$ cat src/rtl/memory_access_pkg.sv
// rtl/memory_access_pkg.sv - shared state, load/store type encodings and alignment helper
package memory_access_pkg;

  typedef enum logic [1:0] {
    S_IDLE,
    S_REQUEST,
    S_WAIT,
    S_DONE
  } state_e;

  localparam logic [2:0] LOAD_LB  = 3'b000;
  localparam logic [2:0] LOAD_LH  = 3'b001;
  localparam logic [2:0] LOAD_LW  = 3'b010;
  localparam logic [2:0] LOAD_LBU = 3'b100;
  localparam logic [2:0] LOAD_LHU = 3'b101;

  localparam logic [1:0] STORE_SB = 2'b00;
  localparam logic [1:0] STORE_SH = 2'b01;
  localparam logic [1:0] STORE_SW = 2'b10;

  // size: 00 byte, 01 halfword, anything else word
  function automatic logic is_misaligned(input logic [1:0] size, input logic [1:0] offset);
    case (size)
      2'b00:   is_misaligned = 1'b0;
      2'b01:   is_misaligned = offset[0];
      default: is_misaligned = (offset != 2'b00);
    endcase
  endfunction

endpackage

$ cat src/rtl/load_data_aligner.sv
// rtl/load_data_aligner.sv - selects the addressed lane of a bus word and extends it
module load_data_aligner
  import memory_access_pkg::*;
(
  input  logic [31:0] word,
  input  logic [1:0]  offset,
  input  logic [2:0]  load_type,
  output logic [31:0] read_data
);

  logic [31:0] shifted;

  always_comb begin
    shifted = word >> {offset, 3'b000};
    case (load_type)
      LOAD_LB:  read_data = {{24{shifted[7]}}, shifted[7:0]};
      LOAD_LH:  read_data = {{16{shifted[15]}}, shifted[15:0]};
      LOAD_LBU: read_data = {24'h0, shifted[7:0]};
      LOAD_LHU: read_data = {16'h0, shifted[15:0]};
      default:  read_data = word;
    endcase
  end

endmodule

$ cat src/rtl/memory_access_unit.sv
// rtl/memory_access_unit.sv - single-outstanding load/store unit bridging the core to a word bus
module memory_access_unit
  import memory_access_pkg::*;
(
  input  logic        clk,
  input  logic        reset,
  input  logic        memory_enable,
  input  logic        memory_command,
  input  logic [31:0] address,
  input  logic [31:0] write_data,
  input  logic [2:0]  load_type,
  input  logic [1:0]  store_type,
  output logic        memory_ready,
  output logic        memory_valid,
  output logic [31:0] read_data,
  output logic [31:0] read_word,
  output logic        misaligned_exception,
  output logic        access_fault,
  output logic        bus_request,
  output logic        bus_write,
  output logic [31:0] bus_address,
  output logic [3:0]  bus_byte_enable,
  output logic [31:0] bus_write_data,
  input  logic        bus_grant,
  input  logic        bus_response_valid,
  input  logic        bus_error,
  input  logic [31:0] bus_read_data
);

  state_e      state_q, state_d;
  logic        cmd_q, cmd_d;
  logic [31:0] addr_q, addr_d;
  logic [2:0]  load_type_q, load_type_d;
  logic [3:0]  be_q, be_d;
  logic [31:0] wdata_q, wdata_d;
  logic [31:0] read_word_q, read_word_d;
  logic [31:0] read_data_q, read_data_d;
  logic        fault_q, fault_d;

  logic        accept;
  logic        capture;
  logic [31:0] aligned_data;

  load_data_aligner u_aligner (
    .word      (bus_read_data),
    .offset    (addr_q[1:0]),
    .load_type (load_type_q),
    .read_data (aligned_data)
  );

  always_comb begin
    misaligned_exception = is_misaligned(memory_command ? store_type : load_type[1:0],
                                         address[1:0]);
    accept  = (state_q == S_IDLE) && memory_enable && !misaligned_exception;
    // a response only counts once the bus has granted (or grants in the same cycle)
    capture = ((state_q == S_REQUEST) && bus_grant && bus_response_valid) ||
              ((state_q == S_WAIT) && bus_response_valid);

    state_d     = state_q;
    cmd_d       = cmd_q;
    addr_d      = addr_q;
    load_type_d = load_type_q;
    be_d        = be_q;
    wdata_d     = wdata_q;
    read_word_d = read_word_q;
    read_data_d = read_data_q;
    fault_d     = fault_q;

    case (state_q)
      S_IDLE:    if (accept) state_d = S_REQUEST;
      S_REQUEST: if (bus_grant) state_d = bus_response_valid ? S_DONE : S_WAIT;
      S_WAIT:    if (bus_response_valid) state_d = S_DONE;
      default:   state_d = S_IDLE;
    endcase

    if (accept) begin
      cmd_d       = memory_command;
      addr_d      = address;
      load_type_d = load_type;
      be_d        = 4'b1111;
      wdata_d     = write_data;
      if (memory_command) begin
        case (store_type)
          STORE_SB: begin
            be_d    = 4'b0001 << address[1:0];
            wdata_d = {4{write_data[7:0]}};
          end
          STORE_SH: begin
            be_d    = 4'b0011 << {address[1], 1'b0};
            wdata_d = {2{write_data[15:0]}};
          end
          default: ;
        endcase
      end
    end

    if (capture) begin
      read_word_d = bus_read_data;
      read_data_d = aligned_data;
      fault_d     = bus_error;
    end
  end

  always_ff @(posedge clk or posedge reset) begin
    if (reset) begin
      state_q     <= S_IDLE;
      cmd_q       <= 1'b0;
      addr_q      <= 32'h0;
      load_type_q <= LOAD_LW;
      be_q        <= 4'h0;
      wdata_q     <= 32'h0;
      read_word_q <= 32'h0;
      read_data_q <= 32'h0;
      fault_q     <= 1'b0;
    end else begin
      state_q     <= state_d;
      cmd_q       <= cmd_d;
      addr_q      <= addr_d;
      load_type_q <= load_type_d;
      be_q        <= be_d;
      wdata_q     <= wdata_d;
      read_word_q <= read_word_d;
      read_data_q <= read_data_d;
      fault_q     <= fault_d;
    end
  end

  // bus command is decoded from state so an asynchronous reset drops it at once
  assign memory_ready    = (state_q == S_IDLE);
  assign memory_valid    = (state_q == S_DONE);
  assign access_fault    = memory_valid && fault_q;
  assign bus_request     = (state_q == S_REQUEST);
  assign bus_write       = bus_request && cmd_q;
  assign bus_byte_enable = bus_request ? be_q : 4'h0;
  assign bus_address     = {addr_q[31:2], 2'b00};
  assign bus_write_data  = wdata_q;
  assign read_word       = read_word_q;
  assign read_data       = read_data_q;

endmodule

$ cat config.mk
export PLATFORM = sky130hd
export DESIGN_NAME = memory_access_unit
export DESIGN_NICKNAME = d
export VERILOG_FILES = /design/src/rtl/memory_access_pkg.sv /design/src/rtl/load_data_aligner.sv /design/src/rtl/memory_access_unit.sv
export SDC_FILE = /design/constraint.sdc
export NUM_CORES = 1
export LEC_CHECK = 0
export ABC_CLOCK_PERIOD_IN_PS = 11300
export BUFFER_PORTS_ARGS = -buffer_cell sky130_fd_sc_hd__buf_2
export CAP_MARGIN = 0
export CORE_ASPECT_RATIO = 1.5
export CORE_MARGIN = 4
export CORE_UTILIZATION = 40
export CTS_CLUSTER_DIAMETER = 150
export CTS_CLUSTER_SIZE = 16
export DETAILED_ROUTE_END_ITERATION = 16
export PLACE_DENSITY = 0.72
export SYNTH_ARGS = -nofsm -noshare
export SYNTH_HDL_FRONTEND = slang
export SYNTH_SLANG_ARGS = --single-unit
$ cat constraint.sdc
create_clock -name clk -period 11.3 [get_ports clk]
set_input_delay 2.26 -clock clk [delete_from_list [all_inputs] [get_ports clk]]
set_output_delay 2.26 -clock clk [all_outputs]
set_load 0.01 [all_outputs]
==> results of run 1 <==
[Yosys cell counts, types with 2 or more instances]
library cell  number  area share (%)
o211ai_2          10             1.9
mux2i_1            9             1.4
o221ai_1           2            0.27
nand2_1          317              18
a221oi_1           8             1.1
mux2_2            10             1.7
nor2b_1           11             1.1
o211ai_1          13             1.5
buf_1              7            0.40
inv_1              7            0.40
buf_2             10            0.77
clkbuf_1          29             1.7
a211oi_1           9             1.0
o31ai_1           16             1.8
buf_4             33             3.8
o21ai_0            5            0.38
o2bb2ai_1          7            0.94
ha_1               4            0.77
a31oi_1           19             1.8
and2_1             8            0.77
nand2b_1           2            0.19
dfrtp_1          138              53
nor2_1            53             3.0
[routing by layer]
metal / routed length [um] / share of wire (%)
met5: 0 / 0
met4: 881 / 4.4
met3: 1190 / 6.0
met2: 10100 / 51
met1: 7630 / 38
[per-stage QoR]
stage | setup WS [ps] | cell area [um^2] | hold WS [ps]
after CTS | 5820 | 8210 | 471
final | 5810 | 8210 | 467
after global routing | 5750 | 8210 | 497
after detailed placement | 5830 | 7630 | 457
after floorplan | 5320 | 6540 | 431
after global placement | 5880 | 7630 | 453
[sequential cells by signal, indices dropped and copies added (netlist names)]
| register | flops |
|---|---|
| read_data | 32 |
| addr_q | 32 |
| state_q | 2 |
| bus_write_data | 32 |
| read_word | 32 |
| fault_q | 1 |
| be_q | 4 |
| cmd_q | 1 |
| load_type_q | 3 |
[worst min-delay path: stages (launching register included)]
cell and delay (ps):
dfrtp_1 340, nand2_1 50, nand2_1 50
[cell type report]
type                    instances  area [um^2]
inverters                       8         35.0
clock buffers                  19          433
repair buffers                248         1250
diodes                          1         2.50
flip-flops and latches        139         3480
clock inverters                12          140
fillers                      1629         7910
multi-input cells             515         2610
well taps                     206          258
[worst max-delay path by stage]
| stage | from | endpoint | slack (ps) |
|---|---|---|---|
| after floorplan | reset | addr_q[0]$_DFFE_PP0P_ | 5320 |
| after global placement | store_type[0] | misaligned_exception | 5880 |
| after detailed placement | store_type[0] | misaligned_exception | 5830 |
| after CTS | store_type[0] | misaligned_exception | 5820 |
| after global routing | store_type[0] | misaligned_exception | 5750 |
| final | store_type[0] | misaligned_exception | 5810 |
[kinds of logic (layout without fill, tap and decap cells)]
family	Yosys count	after routing	synth area share [%]
adder cells (fa/ha/maj)	4	4	0.766
AO/OA/AOI/OAI	98	98	11.9
buffers and inverters	88	287	7.26
multiplexers	20	20	3.45
AND/OR/NAND/NOR	391	391	23.3
flip-flops	139	139	53.3
other	1	3	0.0574
[cell usage in the layout (no fill, tap or decap), types with 2 or more instances in the layout]
cell type   count
nor2_1         53
inv_6           5
o2bb2ai_1       7
bufinv_16       2
nand2_1       316
o211ai_1       13
o211ai_2       10
conb_1          2
a31oi_1        19
ha_1            4
clkinvlp_4      3
buf_2         243
a221oi_1        8
a211oi_1        9
clkbuf_16      17
buf_4           5
and2_1          7
clkinv_4        2
mux2i_1         9
dfrtp_1       138
nand2b_1        2
inv_1           6
clkbuf_1        2
o31ai_1        16
o21ai_0         5
mux2_2         10
nor2b_1        10
[power breakdown]
group          internal, mW  total [mW]  switching [mW]
clock network         0.327       0.551           0.223
logic                 0.375       0.909           0.534
registers             0.735       0.898           0.163
total                  1.44        2.36           0.921
==> results by group, run 1 <==
Outcome
  • Outcome: finished clean

Timing
  • Fmax achieved: 182 MHz
  • Tmin final: 5490 ps
  • RSZ-0062 raised after global routing: false
  • Period utilization: 48.6%
  • Setup tns final: 0 ps
  • Worst Tran Pin Value: 1190 ps
  • Final setup fails: 0
  • Slew Limit Fails: 0
  • Fin. Hold Viols: 0
  • Max_slew headroom: 20.1%
  • Clock Skews: 9.25 ps

Clocking
  • Root Driver: clkbuf_16
  • Num CTS Buffers: 17
  • # H-tree levels: 4
  • Postcts setup bufs: 0
  • Clock latency on the worst-skew pair: 400 ps
  • Hold buffers post-CTS: 0
  • Clock transition at path regs: 60 ps
  • PostCTS Resize Cnt: 0
  • CTS Sinks: 139
  • CTS tree: yes
  • Clock Path Buffers: 2

GRT
  • Top Usage Layer GRT: met2
  • Vias in the first global route: 5770
  • Global-route wire length before repair: 31100 um
  • Antenna violations before repair: 1
  • Largest net degree at the start of global routing: 75
  • Gr usage total: 21.2%
  • Met2 Use GR: 36.5%
  • GRT Residual Overflow: 0
  • GR Util met1: 25.0%
  • GR met3 Demand/Resource: 4.69%

Setup path
  • Required @ worst endpoint: 9040 ps
  • R2R setup slack: 8530 ps
  • Critical Path Start Type: input port
  • Crit path top cell by count: buf_2
  • Slowest cell on crit path: mux2i_1
  • Crit Path Max Fanout: 21
  • RR Startpoint: addr_q[0]$_DFFE_PP0P_
  • Worst Path Arrival: 3230 ps
  • Stages on worst setup path: 4
  • CP Buf/Inv Count: 2
  • FF-to-FF path depth: 4
  • CP cell instances: buf_2 > mux2i_1 > o22ai_1 > buf_2
  • R2R Path End: read_data[18]$_DFFE_PP0P_
  • CP Capture Type: primary output
  • CP peak stage delay: 430 ps
  • Largest delay contributor family on the critical path: multiplexers
  • Critical path class: in -> out

Floorplanning
  • Die width: 112 um
  • I/O pins: 246
  • Die Y: 165 um
  • Die area: 18500 um^2
  • Initial Util: 40.5%
  • Core Area: 16100 um^2
  • Num rows: 57

Hold path
  • Hold wc startpoint: addr_q[4]$_DFFE_PP0P_
  • Hold crit path type: reg -> reg
  • Hold Path Cell Cnt: 2
  • Hold EP: addr_q[4]$_DFFE_PP0P_

Detailed routing
  • ANT nets after route: 0
  • Initial DRC count: 336
  • WL final: 19800 um
  • Routed via count: 5834
  • Via/cell ratio: 5.08
  • WL per Instance: 17.3 um
  • Drt drc: 0
  • Drt first pass iters: 5

Layout
  • Area Overhead vs Synth: 25.6%
  • Final std cells w/o fill: 1148
  • # nets final: 1041
  • Share of layout cells above drive strength 1: 32.4%
  • Final Util: 50.9%

Placement
  • Port buffer count: 243
  • Placed cell count: 1116
  • HPWL Detailed: 14500 um
  • RePlAce Congestion: 0.836

Synthesis
  • Commonest register cell after synthesis: dfrtp_1
  • Ys Warns: 0
  • Post-Synthesis Cell Area: 6530 um^2
  • Sequential share of the synthesized area: 53.3%
  • Synth Register Bits: 139
  • EDFF count, synth: 0
  • Synthesized netlist cell count: 741
  • Post-synthesis async set-or-reset flop share: 100%
  • Avg Synthesized Cell Area: 8.82 um^2
  • Distinct cells, synth: 37

Pwr
  • Leakage: 4.35 nW
  • Total power draw: 2.36 mW
  • Pwr/cell area: 287 nW/um^2
  • Max IR drop VDD: 0.104 mV

Job
  • Max cap viols: 0
No activity file was read; power rests on OpenSTA's default activity.
==> run 2, diff against run 1 <==
ABC_AREA = 1   (was default)
ABC_CLOCK_PERIOD_IN_PS = 5200   (was 11300)
clock period = 5.2 ns   (was 11.3 ns; I/O delays follow)
==> results by group, run 2 <==
Synthesis
  • Post-Synthesis Cell Area: 6810 um^2 (was 6530 um^2)
  • Post-synthesis async set-or-reset flop share: 100% (unchanged)
  • Distinct cells, synth: 23 (was 37)
  • Ys Warns: 0 (unchanged)
  • Synthesized netlist cell count: 897 (was 741)
  • Commonest register cell after synthesis: dfrtp_1 (unchanged)
  • Ranking of synthesized cells by area: dfrtp_1, nand2_1, nand3_1 (was dfrtp_1, nand2_1, buf_4)
  • Synth Register Bits: 139 (unchanged)
  • Sequential share of the synthesized area: 51.1% (was 53.3%)
  • Most common cell in the netlist: nand2_1 (unchanged)
  • Dominant cell type by area after synthesis: dfrtp_1 (unchanged)
  • Avg Synthesized Cell Area: 7.60 um^2 (was 8.82 um^2)
  • Top-area cell type share of the netlist area: 50.7% (was 52.9%)
  • EDFF count, synth: 0 (unchanged)
  • Top cells by count, synth: nand2_1, dfrtp_1, nand3_1 (was nand2_1, dfrtp_1, nor2_1)

Timing
  • Max_slew headroom: 32.5% (was 20.1%)
  • Setup tns final: 0 ps (unchanged)
  • Worst Tran Pin Value: 1010 ps (was 1190 ps)
  • Fin. Hold Viols: 0 (unchanged)
  • Fmax achieved: 317 MHz
  • Period utilization: 60.8%
  • Tmin final: 3160 ps
  • Final setup fails: 0 (unchanged)
  • Clock Skews: 5.96 ps (was 9.25 ps)
  • RSZ-0062 raised after global routing: false (unchanged)
  • Slew Limit Fails: 0 (unchanged)
  • Hold WS: 464 ps (was 467 ps)

Floorplanning
  • Die width: 115 um (was 112 um)
  • Die Y: 168 um (was 165 um)
  • Die area: 19200 um^2 (was 18500 um^2)
  • I/O pins: 246 (unchanged)
  • Core Area: 16800 um^2 (was 16100 um^2)
  • Num rows: 58 (was 57)
  • Initial Util: 40.6% (was 40.5%)

Pwr
  • Clock network power share: 25.2% (was 23.4%)
  • Sw Ratio: 38.9% (was 39.1%)
  • Combinational power share: 37.8% (was 38.6%)
  • Pwr/cell area: 623 nW/um^2 (was 287 nW/um^2)
  • Max IR drop VDD: 0.286 mV (was 0.104 mV)
  • Total power draw: 5.27 mW (was 2.36 mW)
  • Leakage: 4.96 nW (was 4.35 nW)
  • Part of the power in registers: 37.0% (was 38.1%)
  • Power Internal: 3.22 mW (was 1.44 mW)
  • Net Sw Power: 2.05 mW (was 921 uW)

GRT
  • Vias in the first global route: 6200 (was 5770)
  • GR Util met1: 24.4% (was 25.0%)
  • GRT Residual Overflow: 0 (unchanged)
  • Met2 Use GR: 36.0% (was 36.5%)
  • Antenna violations before repair: 0 (was 1)
  • GR met3 Demand/Resource: 4.57% (was 4.69%)
  • Gr usage total: 20.9% (was 21.2%)
  • Top Usage Layer GRT: met2 (unchanged)
  • Global-route wire length before repair: 31700 um (was 31100 um)
  • Largest net degree at the start of global routing: 110 (was 75)

Detailed routing
  • WL per Instance: 15.5 um (was 17.3 um)
  • Drt drc: 0 (unchanged)
  • ANT nets after route: 0 (unchanged)
  • Initial DRC count: 542 (was 336)
  • Drt first pass iters: 5 (unchanged)
  • Via/cell ratio: 4.96 (was 5.08)
  • WL final: 20200 um (was 19800 um)
  • Routed via count: 6489 (was 5834)

Setup path
  • FF-to-FF path depth: 10 (was 4)
  • CP peak stage delay: 380 ps (was 430 ps)
  • R2R Path End: read_data[11]$_DFFE_PP0P_ (was read_data[18]$_DFFE_PP0P_)
  • CP Launch Point: memory_command (was store_type[0])
  • RR Startpoint: state_q[1]$_DFFE_PP0P_ (was addr_q[0]$_DFFE_PP0P_)
  • Crit path top cell by count: buf_2 (unchanged)
  • CP cell instances: buf_2 > nand2_2 > nand3_2 > nand2_1 > buf_2 (was buf_2 > mux2i_1 > o22ai_1 > buf_2)
  • Slowest cell on crit path: nand2_2 (was mux2i_1)
  • Critical Path Start Type: input port (unchanged)
  • R2R setup slack: 2670 ps (was 8530 ps)
  • CP Capture Type: primary output (unchanged)
  • Critical path class: in -> out (unchanged)
  • Required @ worst endpoint: 4160 ps (was 9040 ps)
  • Worst Path Arrival: 2120 ps (was 3230 ps)
  • Crit Path Max Fanout: 34 (was 21)

Layout
  • Most common cell after layout, fill and taps aside: nand2_1 (unchanged)
  • Sequential Area: 3480 um^2 (unchanged)
  • Most frequent cells in the layout: nand2_1, buf_2, dfrtp_1 (unchanged)
  • N_diodes: 0 (was 1)
  • Multi-input logic area: 2650 um^2 (was 2610 um^2)
  • Share of layout cells above drive strength 1: 26.5% (was 32.4%)
  • # fillers: 1670 (was 1629)
  • Area Overhead vs Synth: 24.4% (was 25.6%)
  • # nets final: 1197 (was 1041)

Clocking
  • CTS tree: yes (unchanged)
  • # H-tree levels: 4 (unchanged)
  • CTS Sinks: 139 (unchanged)
  • Root Driver: clkbuf_16 (unchanged)
  • Postcts setup bufs: 0 (unchanged)
  • PostCTS Resize Cnt: 0 (unchanged)
  • Clock latency on the worst-skew pair: 410 ps (was 400 ps)
  • Hold buffers post-CTS: 0 (unchanged)
  • Clock Path Buffers: 2 (unchanged)
  • Clock transition at path regs: 60 ps (about the same)
  • Num CTS Buffers: 17 (unchanged)

Placement
  • Port buffer count: 243 (unchanged)
  • HPWL Detailed: 14700 um (was 14500 um)
  • RePlAce Congestion: 0.859 (was 0.836)

Hold path
  • Hold Path Cell Cnt: 2 (unchanged)
  • Hold EP: read_word[5]$_DFFE_PP0P_ (was addr_q[4]$_DFFE_PP0P_)
  • Hold crit path type: reg -> reg (unchanged)
  • Hold wc startpoint: read_word[5]$_DFFE_PP0P_ (was addr_q[4]$_DFFE_PP0P_)

Outcome
  • Outcome: finished clean (unchanged)

Job
  • Max cap viols: 0 (unchanged)
==> run 2: per-stage QoR <==
| step | area (um^2) | util [%] | instances | setup WS [ps] |
|---|---|---|---|---|
| 6_report | 8470 | 50.5 | 1307 | 2040 |
| 5_1_grt | 8470 | 50.5 | 1307 | 1970 |
| 4_1_cts | 8470 | 50.5 | 1307 | 2070 |
| 3_5_place_dp | 7830 | 46.7 | 1276 | 2060 |
| 3_3_place_gp | 7830 | 46.7 | 1276 | 2080 |
| 2_1_floorplan | 6820 | - | 898 | 437 |
==> run 2: power groups by stage <==
stage	Combinational (mW)	Clock (mW)	Sequential, mW
2_1_floorplan	1.30	0	2.01
3_3_place_gp	1.97	0	1.95
3_5_place_dp	2.03	0	1.95
4_1_cts	2.03	1.35	1.95
5_1_grt	2.26	1.40	2.03
6_report	1.99	1.33	1.95
==> run 2: layout make-up <==
cell class	count	share of cell area (%)
inverters	50	2.27
well taps	210	3.10
clock buffers	20	5.27
repair buffers	247	14.7
multi-input cells	630	31.3
flip-flops and latches	139	41.1
clock inverters	11	2.29
==> run 2: worst max path at each step <==
stage / end / slack [ps] / depth (start not counted)
global route: misaligned_exception / 1970 / 5
finish: misaligned_exception / 2040 / 5
CTS: misaligned_exception / 2070 / 5
global placement: misaligned_exception / 2080 / 5
floorplan: addr_q[0]$_DFFE_PP0P_ / 440 / 1
detailed placement: state_q[1]$_DFFE_PP0P_ / 2060 / 9
==> run 2: kinds of logic after synthesis <==
| family | Yosys count | synth area share [%] |
|---|---|---|
| and+or+nand+nor | 538 | 31.7 |
| adders and majority gates | 4 | 0.735 |
| other | 1 | 0.0550 |
| DFF | 139 | 51.1 |
| buffers and inverters | 129 | 10.1 |
| AOI/OAI and AO/OA | 86 | 6.37 |
==> run 2: worst max-delay path: cells and delay by family <==
| kind | cells | cell delay, ps |
|---|---|---|
| simple gates | 3 | 700 |
| buf+inv | 2 | 360 |
==> run 2: layer usage <==
layer  up-vias  part of all wire [%]
met1      3024                    38
met2       280                    51
li1       3135                     -
met5         -                     0
met3        50                   6.8
met4         0                   3.5
